===== config.mk =====
export PLATFORM = sky130hd
export DESIGN_NAME = bcd_to_bin
export DESIGN_NICKNAME = d
export VERILOG_FILES = /design/src/rtl/bcd_to_bin.sv
export SDC_FILE = /design/constraint.sdc
export NUM_CORES = 1
export LEC_CHECK = 0
export BUFFER_PORTS_ARGS = -buffer_cell sky130_fd_sc_hd__clkbuf_2
export CAP_MARGIN = 30
export CORE_MARGIN = 2
export CORE_UTILIZATION = 40
export DETAILED_ROUTE_END_ITERATION = 10
export GPL_ROUTABILITY_DRIVEN = 0
export PLACE_DENSITY = 0.64
export SETUP_SLACK_MARGIN = 0.3
export SLEW_MARGIN = 25
export SYNTH_ARGS = -nofsm -noshare
export SYNTH_HDL_FRONTEND = slang
export SYNTH_SLANG_ARGS = --single-unit
export TNS_END_PERCENT = 50

===== constraint.sdc =====
create_clock -name clk -period 3.3 [get_ports clk]
set_input_delay 0 -clock clk [delete_from_list [all_inputs] [get_ports clk]]
set_output_delay 0 -clock clk [all_outputs]
set_load 0.01 [all_outputs]

===== src/rtl/bcd_to_bin.sv =====
// bcd_to_bin: sequential packed-BCD to binary converter.
// Uses reverse double-dabble: one shift/correct iteration per clock, BW
// iterations per word, with a valid/ready handshake on both sides.
// Optional build macro: BCD_TO_BIN_CHECK_EN enables invalid-digit (>9)
// detection. With it, a bad word skips the iterations and returns out_err=1,
// out_bin=0. Without it, out_err is tied low and no check logic is built.
//
//   state | meaning
//   ------+--------------------------------------------------------------
//   IDLE  | waiting for in_valid; in_ready is high only here
//   SHIFT | running reverse double-dabble iterations on the working register
//   DONE  | result presented on out_valid/out_bin/out_err until out_ready

module bcd_to_bin #(
    parameter int DIGITS = 8,
    parameter int BW     = 27
) (
    input  logic                  clk,
    input  logic                  rst,
    input  logic                  in_valid,
    input  logic [4*DIGITS-1:0]   in_bcd,
    output logic                  in_ready,
    output logic                  out_valid,
    output logic [BW-1:0]         out_bin,
    output logic                  out_err,
    input  logic                  out_ready
);

    localparam int BCDW = 4 * DIGITS;
    localparam int CW   = $clog2(BW + 1);
    localparam logic [CW-1:0] LAST_ITER = CW'(BW - 1);

    typedef enum logic [1:0] {
        IDLE  = 2'd0,
        SHIFT = 2'd1,
        DONE  = 2'd2
    } state_t;

    state_t          state;
    logic [CW-1:0]   iter_cnt;
    logic [BCDW-1:0] work_bcd;
    logic [BW-1:0]   work_bin;

    logic [BCDW-1:0] shifted_bcd;
    logic [BCDW-1:0] next_bcd;
    logic [BW-1:0]   next_bin;

    // Upstream handshake: a new word can only be taken while idle.
    assign in_ready = (state == IDLE);

    // One reverse double-dabble step: shift {bcd,bin} right, then pull every
    // digit that landed at >=8 back down by 3 so it stays a legal decimal digit.
    always_comb begin
        shifted_bcd = work_bcd >> 1;
        next_bin    = {work_bcd[0], work_bin[BW-1:1]};
        next_bcd    = shifted_bcd;
        for (int i = 0; i < DIGITS; i++) begin
            if (shifted_bcd[4*i +: 4] >= 4'd8) begin
                next_bcd[4*i +: 4] = shifted_bcd[4*i +: 4] - 4'd3;
            end
        end
    end

`ifdef BCD_TO_BIN_CHECK_EN
    logic bad_digit_in;
    logic bad_word;

    // Flag any nibble of the incoming word that is not a decimal digit.
    always_comb begin
        bad_digit_in = 1'b0;
        for (int i = 0; i < DIGITS; i++) begin
            if (in_bcd[4*i +: 4] > 4'd9) begin
                bad_digit_in = 1'b1;
            end
        end
    end

    // Control FSM with digit check; a bad word spends a single cycle in SHIFT
    // and then reports the error instead of iterating.
    always_ff @(posedge clk) begin
        if (rst) begin
            state     <= IDLE;
            iter_cnt  <= '0;
            work_bcd  <= '0;
            work_bin  <= '0;
            bad_word  <= 1'b0;
            out_valid <= 1'b0;
            out_bin   <= '0;
            out_err   <= 1'b0;
        end else begin
            case (state)
                IDLE: begin
                    if (in_valid) begin
                        work_bcd <= in_bcd;
                        work_bin <= '0;
                        iter_cnt <= '0;
                        bad_word <= bad_digit_in;
                        state    <= SHIFT;
                    end
                end
                SHIFT: begin
                    if (bad_word) begin
                        out_valid <= 1'b1;
                        out_bin   <= '0;
                        out_err   <= 1'b1;
                        state     <= DONE;
                    end else begin
                        work_bcd <= next_bcd;
                        work_bin <= next_bin;
                        iter_cnt <= iter_cnt + 1'b1;
                        if (iter_cnt == LAST_ITER) begin
                            out_valid <= 1'b1;
                            out_bin   <= next_bin;
                            out_err   <= 1'b0;
                            state     <= DONE;
                        end
                    end
                end
                DONE: begin
                    if (out_ready) begin
                        out_valid <= 1'b0;
                        state     <= IDLE;
                    end
                end
                default: begin
                    state <= IDLE;
                end
            endcase
        end
    end
`else
    assign out_err = 1'b0;

    // Control FSM: every accepted word runs the full BW iterations.
    always_ff @(posedge clk) begin
        if (rst) begin
            state     <= IDLE;
            iter_cnt  <= '0;
            work_bcd  <= '0;
            work_bin  <= '0;
            out_valid <= 1'b0;
            out_bin   <= '0;
        end else begin
            case (state)
                IDLE: begin
                    if (in_valid) begin
                        work_bcd <= in_bcd;
                        work_bin <= '0;
                        iter_cnt <= '0;
                        state    <= SHIFT;
                    end
                end
                SHIFT: begin
                    work_bcd <= next_bcd;
                    work_bin <= next_bin;
                    iter_cnt <= iter_cnt + 1'b1;
                    if (iter_cnt == LAST_ITER) begin
                        out_valid <= 1'b1;
                        out_bin   <= next_bin;
                        state     <= DONE;
                    end
                end
                DONE: begin
                    if (out_ready) begin
                        out_valid <= 1'b0;
                        state     <= IDLE;
                    end
                end
                default: begin
                    state <= IDLE;
                end
            endcase
        end
    end
`endif

endmodule


==> summary.md, run 1 <==
| Metric | Value |
|---|---|
| Worst Path Arrival | `approximately 2500 ps` |
| Worst-path maximum fanout | `27` |
| Commonest non-fill, non-tap cell in the layout | `dfxtp_1` |
| Synthesized cell area | `4108 um^2` |
| Met2 Usage GRT | `28.20%` |
| Initial antenna violation count | `0` |
| Least-Margin Pin Slew | `between 800 and 900 ps` |
| Number of DRC markers in iteration 0 | `about 230` |
| PwrDens | `~450 nW/um^2` |
| Clock-pin slew on the worst setup and hold paths | `about 90 ps` |
| Power consumption | `0.002185 W` |
| Synth Area in XOR/XNOR | `around 3.0%` |
| Final WS setup | `approximately 1100 ps` |
| Bufs on Longest Clock Path | `2` |
| Crit path kind | `register to register` |
| Top Family by Delay on Critical Path | `flip-flops` |
| Hold Path Class | `primary input to register` |
| GRT Total Usage | `17.52%` |
| Hold Buf Count CTS | `23` |
| CTS-repair resized insts | `0` |
| Post-Syn Nets | `545` |
| Drt wl/cell | `roughly 13 um` |
| Final core utilization | `between 40% and 50%` |
| Crit start category | `register` |
| DRC Markers | `0` |
| Dpl hpwl | `6.034 mm` |
| Routed Wire Length | `around 9.4 mm` |
| VDD IR-drop max | `around 0.17 mV` |
| Yosys warning count | `0` |
| Met3 GRT Util | `3.216%` |
| RSZ-0062 raised after global routing | `false` |
| Max Slew Vio Count | `0` |
| Seq/Total Area, Yosys | `45.32%` |
| Die W | `~110 um` |
| Num CTS Buffers | `9` |
| Slew headroom | `a little over two fifths` |
| Simple-gate share of the synthesized area | `roughly a fifth` |
| Largest net degree at the start of global routing | `66` |
| Die Ht | `105.3 um` |
| Status | `completed` |
| Synth-to-Final Area Change | `18.58%` |
| Post-DRT Antenna Nets | `0` |
| I/O Pins | `66` |
| Layout Skew | `around 7 ps` |
| Crit. End Element | `register` |
| Core area | `between 9000 and 10,000 um^2` |
| CTS tree | `done` |
| Post-layout net count | `613` |
| Cell Rows | `36` |
| Root buffer cell | `clkbuf_8` |
| M1 GR Usage | `between 20% and 30%` |
| Buf+Inv Stages, Crit Path | `1` |
| Final setup TNS | `0 ps` |
| Most frequent cells in the layout | `93 x dfxtp_1, 76 x nand2_1, 63 x clkbuf_2` |
| Worst-Skew Late Latency | `approximately 370 ps` |
| Share of cells above drive strength 1 | `16.28%` |
| Adder-cell share of the synthesized area | `4.874%` |
| Critical-path cell list | `nand2b_4, or2_1, buf_4, nand2_1, a21oi_1` |
| Final Critical Period | `~2200 ps` |
| Clk sinks | `slightly above 90` |
| Required @ worst endpoint | `between 3000 and 4000 ps` |
| Count of input and output buffers | `64` |
| Final-report setup violation count | `0` |
| Max stage delay cell, worst path | `dfxtp_1` |
| Gr ovfl total | `0` |
| Leakage power | `around 1.9 nW` |
| Via Count | `about 3.6k` |
| Max Cap Viol | `0` |
| Syn avg cell area | `between 8 and 9 um^2` |
| Initial Util | `41.64%` |
| Antenna Cells | `0` |
| Setup Buffers After CTS | `0` |
| Largest family of logic cells by synthesized area | `compound AO/OA/AOI/OAI gates` |
| Final hold slack | `~37 ps` |
| Hold Vio Cnt, Final | `0` |
| GRT busiest layer | `met2` |
| Post-synthesis register bit count | `between 90 and 100` |
| Mux cell area share after synthesis | `0%` |
| DIE AREA | `between 10,000 and 15,000 um^2` |
| Fmax | `about 460 MHz` |
| Post-synthesis compound-gate area fraction | `20.29%` |
| CP peak stage delay | `890 ps` |
| Drt pass-1 iters | `4` |
| Htree depth | `3` |
| Distinct cells, synth | `40` |
| First-pass GRT wire length | `15.73 mm` |
| Period utilization | `between 60% and 70%` |
| Mapped Cells | `493` |
| Post-Place Worst Slack | `roughly 1000 ps` |
| Vias/cell | `5.192` |
| Vias in the first global route | `about 3.3k` |
layer usage:
layer | vias to the layer above | part of all wire, %
li1 | 1822 | -
met1 | 1710 | 46
met2 | 77 | 48
met3 | 15 | 3.9
met4 | 0 | 1.9
met5 | - | 0
cell usage after synthesis (all sizes together):
library cell | count | area share, %
a2111oi | 2 | 0.43
a211oi | 2 | 0.37
a21oi | 58 | 7.1
a221oi | 3 | 0.64
a222oi | 4 | 0.97
a22oi | 34 | 6.2
a2bb2oi | 1 | 0.21
a31oi | 2 | 0.30
and2 | 1 | 0.15
and2b | 1 | 0.18
buf | 24 | 3.7
clkbuf | 14 | 1.3
conb | 1 | 0.091
dfxtp | 93 | 45
ha | 16 | 4.9
inv | 19 | 1.7
nand2 | 76 | 6.9
nand2b | 11 | 1.9
nand3 | 7 | 0.85
nand3b | 4 | 0.73
nand4 | 2 | 0.30
nand4b | 1 | 0.21
nor2 | 58 | 5.5
nor2b | 6 | 0.91
nor3 | 8 | 0.97
nor3b | 1 | 0.18
nor4 | 2 | 0.30
o211ai | 14 | 2.6
o21ai | 4 | 0.49
o22a | 2 | 0.43
o22ai | 4 | 0.61
or2 | 4 | 0.61
xnor2 | 7 | 1.5
xor2 | 7 | 1.5
logic make-up (layout without fill, tap and decap cells):
family	Yosys count	count (layout)
DFF	93	93
other	1	1
buffers and inverters	57	129
xor gates and xnor gates	14	14
and+or+nand+nor	182	182
adders and majority gates	16	16
AOI/OAI and AO/OA	130	130
worst register-to-register path, stage by stage, from the launching register on:
cell and delay, ps:
dfxtp_1 890, nand2b_4 400, or2_1 280, buf_4 300, nand2_1 90, a21oi_1 150
area by class of cell:
class,count,area [um^2]
well taps,133,166.4
clock inverters,5,36.28
clock buffers,10,137.6
fillers,966,4994
multi-input cells,343,1971
repair buffers,95,626.9
inverters,19,71.32
flip-flops and latches,93,1862
sequential cells by signal (all words and copies together), names as in the netlist:
| register | cells |
|---|---|
| work_bcd | 32 |
| out_bin | 27 |
| work_bin | 26 |
| iter_cnt | 5 |
| state | 2 |
| out_valid | 1 |
metrics by stage:
stage          cells  instance area (um^2)
6_report         698                  4871
3_3_place_gp     658                  4436
3_5_place_dp     659                  4456
4_1_cts          697                  4860
2_1_floorplan    493                  4108
5_1_grt          698                  4871
path summary, 6_finish.rpt:
check | startpoint | endpoint | slack (ps) | cells after the start
setup / recovery | state[1]$_SDFFE_PP0P_ | out_bin[23]$_SDFFE_PP0P_ | 1130 | 5
hold / removal | in_bcd[3] | work_bcd[3]$_SDFFE_PP0P_ | 40 | 4
setup reg to reg | state[1]$_SDFFE_PP0P_ | out_bin[23]$_SDFFE_PP0P_ | 1130 | 5
hold reg to reg | out_bin[6]$_SDFFE_PP0P_ | out_bin[6]$_SDFFE_PP0P_ | 460 | 2
where the power goes:
group          total, W  internal, W  switching (W)  leakage, nW
sequential      0.00120      0.00116      0.0000448        0.756
clock          0.000701     0.000293       0.000408       0.0925
combinational  0.000280     0.000125       0.000156         1.05
total           0.00219      0.00158       0.000608         1.90
Note: power is estimated with default switching activity, not from simulation.
==> run 2, diff against run 1 <==
clock period = 2.19 ns   (was 3.3 ns; I/O delays follow)
==> run 2 against run 1 <==
Sequential share of layout area shrank 0.33 points. Utilization grew 0.47 points. Non-clock buffer count grew 2. Critical path type unchanged.
==> summary.md, run 2 (synthesis gave the netlist of run 1 again) <==
| Metric | Value |
|---|---|
| Setup Buffers After CTS | `0 (unchanged)` |
| Final Critical Period | `1766 ps (-400.1 ps)` |
| Crit start category | `register` |
| Top Family by Delay on Critical Path | `flip-flops` |
| Clock-pin slew on the worst setup and hold paths | `90 ps (about the same)` |
| Gr ovfl total | `0 (unchanged)` |
| Drt wl/cell | `13.56 um (+0.67%)` |
| Final setup TNS | `0 ps (unchanged)` |
| Cell Rows | `36 (unchanged)` |
| Met1 wire length | `4.552 mm (+4.4%)` |
| Reg with most FFs | `work_bcd` |
| Biggest registers after layout | `work_bcd (32), out_bin (27), work_bin (26)` |
| First-pass GRT wire length | `15.83 mm (+0.66%)` |
| Bufs on Longest Clock Path | `2 (unchanged)` |
| Hold Vio Cnt, Final | `0 (unchanged)` |
| Commonest non-fill, non-tap cell in the layout | `dfxtp_1` |
| Met3 routed WL | `325 um (-11%)` |
| CTS tree | `done` |
| Routed Wire Length | `9.490 mm (+0.96%)` |
| Max reg flops | `32 (unchanged)` |
| Worst Path Arrival | `1990 ps (-470 ps)` |
| DIE AREA | `11,100 um^2 (unchanged)` |
| Required @ worst endpoint | `2410 ps (-1180 ps)` |
| Worst-Skew Late Latency | `360 ps (about the same)` |
| Vias/cell | `5.144 (-0.92%)` |
| Critical-path cell list | `nor2_1, or2_1, buf_4, a222oi_1, nor2_1` |
| Largest net degree at the start of global routing | `57 (-14%)` |
| Crit. End Element | `register` |
| Clk sinks | `93 (unchanged)` |
| Least-Margin Pin Slew | `769.9 ps (-80.03 ps)` |
| CP most frequent cell | `nor2_1` |
| Initial antenna violation count | `0 (unchanged)` |
| Period utilization | `80.64% (+15 points)` |
| Root buffer cell | `clkbuf_8` |
| Max Slew Vio Count | `0 (unchanged)` |
| DRC Markers | `0 (unchanged)` |
| PwrDens | `689.2 nW/um^2 (+54%)` |
| Max stage delay cell, worst path | `dfxtp_1` |
| Die Ht | `105.3 um (unchanged)` |
| Antenna Cells | `0 (unchanged)` |
| Max Cap Viol | `0 (unchanged)` |
| Htree depth | `3 (unchanged)` |
| Leakage power | `1.917 nW (+0.91%)` |
| Final-report setup violation count | `0 (unchanged)` |
| Count of input and output buffers | `64 (unchanged)` |
| Core area | `9864 um^2 (unchanged)` |
| Synth-to-Final Area Change | `19.71%` |
| Most frequent cells in the layout | `92 x dfxtp_1, 76 x nand2_1, 63 x clkbuf_2` |
| CP peak stage delay | `590 ps (-300 ps)` |
| Worst-path maximum fanout | `35 (+30%)` |
| Share of cells above drive strength 1 | `16.75% (+0.47 points)` |
| Post-layout net count | `615 (+0.33%)` |
| Post-DRT Antenna Nets | `0 (unchanged)` |
| Drt pass-1 iters | `5 (+1)` |
| Crit path kind | `register to register` |
| Layout Skew | `6.871 ps (-0.3266 ps)` |
| Slew headroom | `48.67% (+5.4 points)` |
| Dpl hpwl | `6.086 mm (+0.86%)` |
| Highest metal used | `met4` |
| I/O Pins | `66 (unchanged)` |
| Number of DRC markers in iteration 0 | `195 (-16%)` |
| Initial Util | `41.64% (unchanged)` |
| Status | `completed` |
| Fmax | `566.2 MHz (+23%)` |
| VDD IR-drop max | `0.2878 mV (+67%)` |
| Buf+Inv Stages, Crit Path | `1 (unchanged)` |
| RSZ-0062 raised after global routing | `false` |
| Vias in the first global route | `3,342 (+0.69%)` |
| Num CTS Buffers | `9 (unchanged)` |
| Die W | `105.3 um (unchanged)` |
| GRT Total Usage | `17.36% (-0.16 points)` |
| Final hold slack | `51.12 ps (+14.25 ps)` |
| Via Count | `3,601 (-0.63%)` |
| Met2 wire len | `4.443 mm (-1.2%)` |
| Hold Path Class | `primary input to register` |
run 2: power breakdown:
part	switching (W)	internal, W	leakage (nW)
logic	0.000231	0.000188	1.07
registers	0.0000688	0.00175	0.756
clock network	0.000623	0.000532	0.0923
run 2: path summary, 6_finish.rpt:
path	startpoint	to	slack [ps]	depth (start not counted)
setup reg to reg	state[0]$_SDFFE_PP0P_	work_bcd[16]$_SDFFE_PP0P_	420	5
setup / recovery	state[0]$_SDFFE_PP0P_	work_bcd[16]$_SDFFE_PP0P_	420	5
hold / removal	in_bcd[3]	work_bcd[3]$_SDFFE_PP0P_	50	4
hold reg to reg	out_bin[4]$_SDFFE_PP0P_	out_bin[4]$_SDFFE_PP0P_	460	2
run 2: metrics by stage:
stage / total power, W / utilization [%] / worst slack, ps / area [um^2] / cells
2_1_floorplan: 0.002127 / - / 748.0 / 4108 / 493
3_3_place_gp: 0.002229 / 45.52 / 492.7 / 4491 / 662
3_5_place_dp: 0.002240 / 45.52 / 446.9 / 4491 / 662
4_1_cts: 0.003424 / 49.84 / 417.7 / 4916 / 700
5_1_grt: 0.003551 / 49.85 / 319.3 / 4917 / 700
6_report: 0.003389 / 49.85 / 423.9 / 4917 / 700
run 2: final cells by class:
type,count,area [um^2]
Fill cell,924,4947
Multi-Input combinational cell,343,1971
Clock buffer,9,123.9
Tap cell,133,166.4
Timing Repair Buffer,97,650.6
Clock inverter,6,71.32
Inverter,19,71.32
Sequential cell,93,1863
run 2: routing by layer:
layer | up-vias | global-route usage (%)
li1 | 1826 | -
met1 | 1698 | 23.12
met2 | 65 | 28.25
met3 | 12 | 2.907
met4 | 0 | 6.286
met5 | - | 0
run 2: timing repair:
| action | 4_1_cts | 5_1_grt |
|---|---|---|
| hold buffers | 23 | 0 |
| endpoints found under the hold margin | 23 | 0 |
| resized for setup | 0 | 1 |
| setup endpoints to repair | 0 | 8 |
run 2: worst register-to-register path, delay by kind of cell (launching register included):
| family | cells | cell delay [ps] |
|---|---|---|
| buffers and inverters | 1 | 250 |
| AOI/OAI and AO/OA | 1 | 390 |
| DFF | 1 | 590 |
| and+or+nand+nor | 3 | 410 |
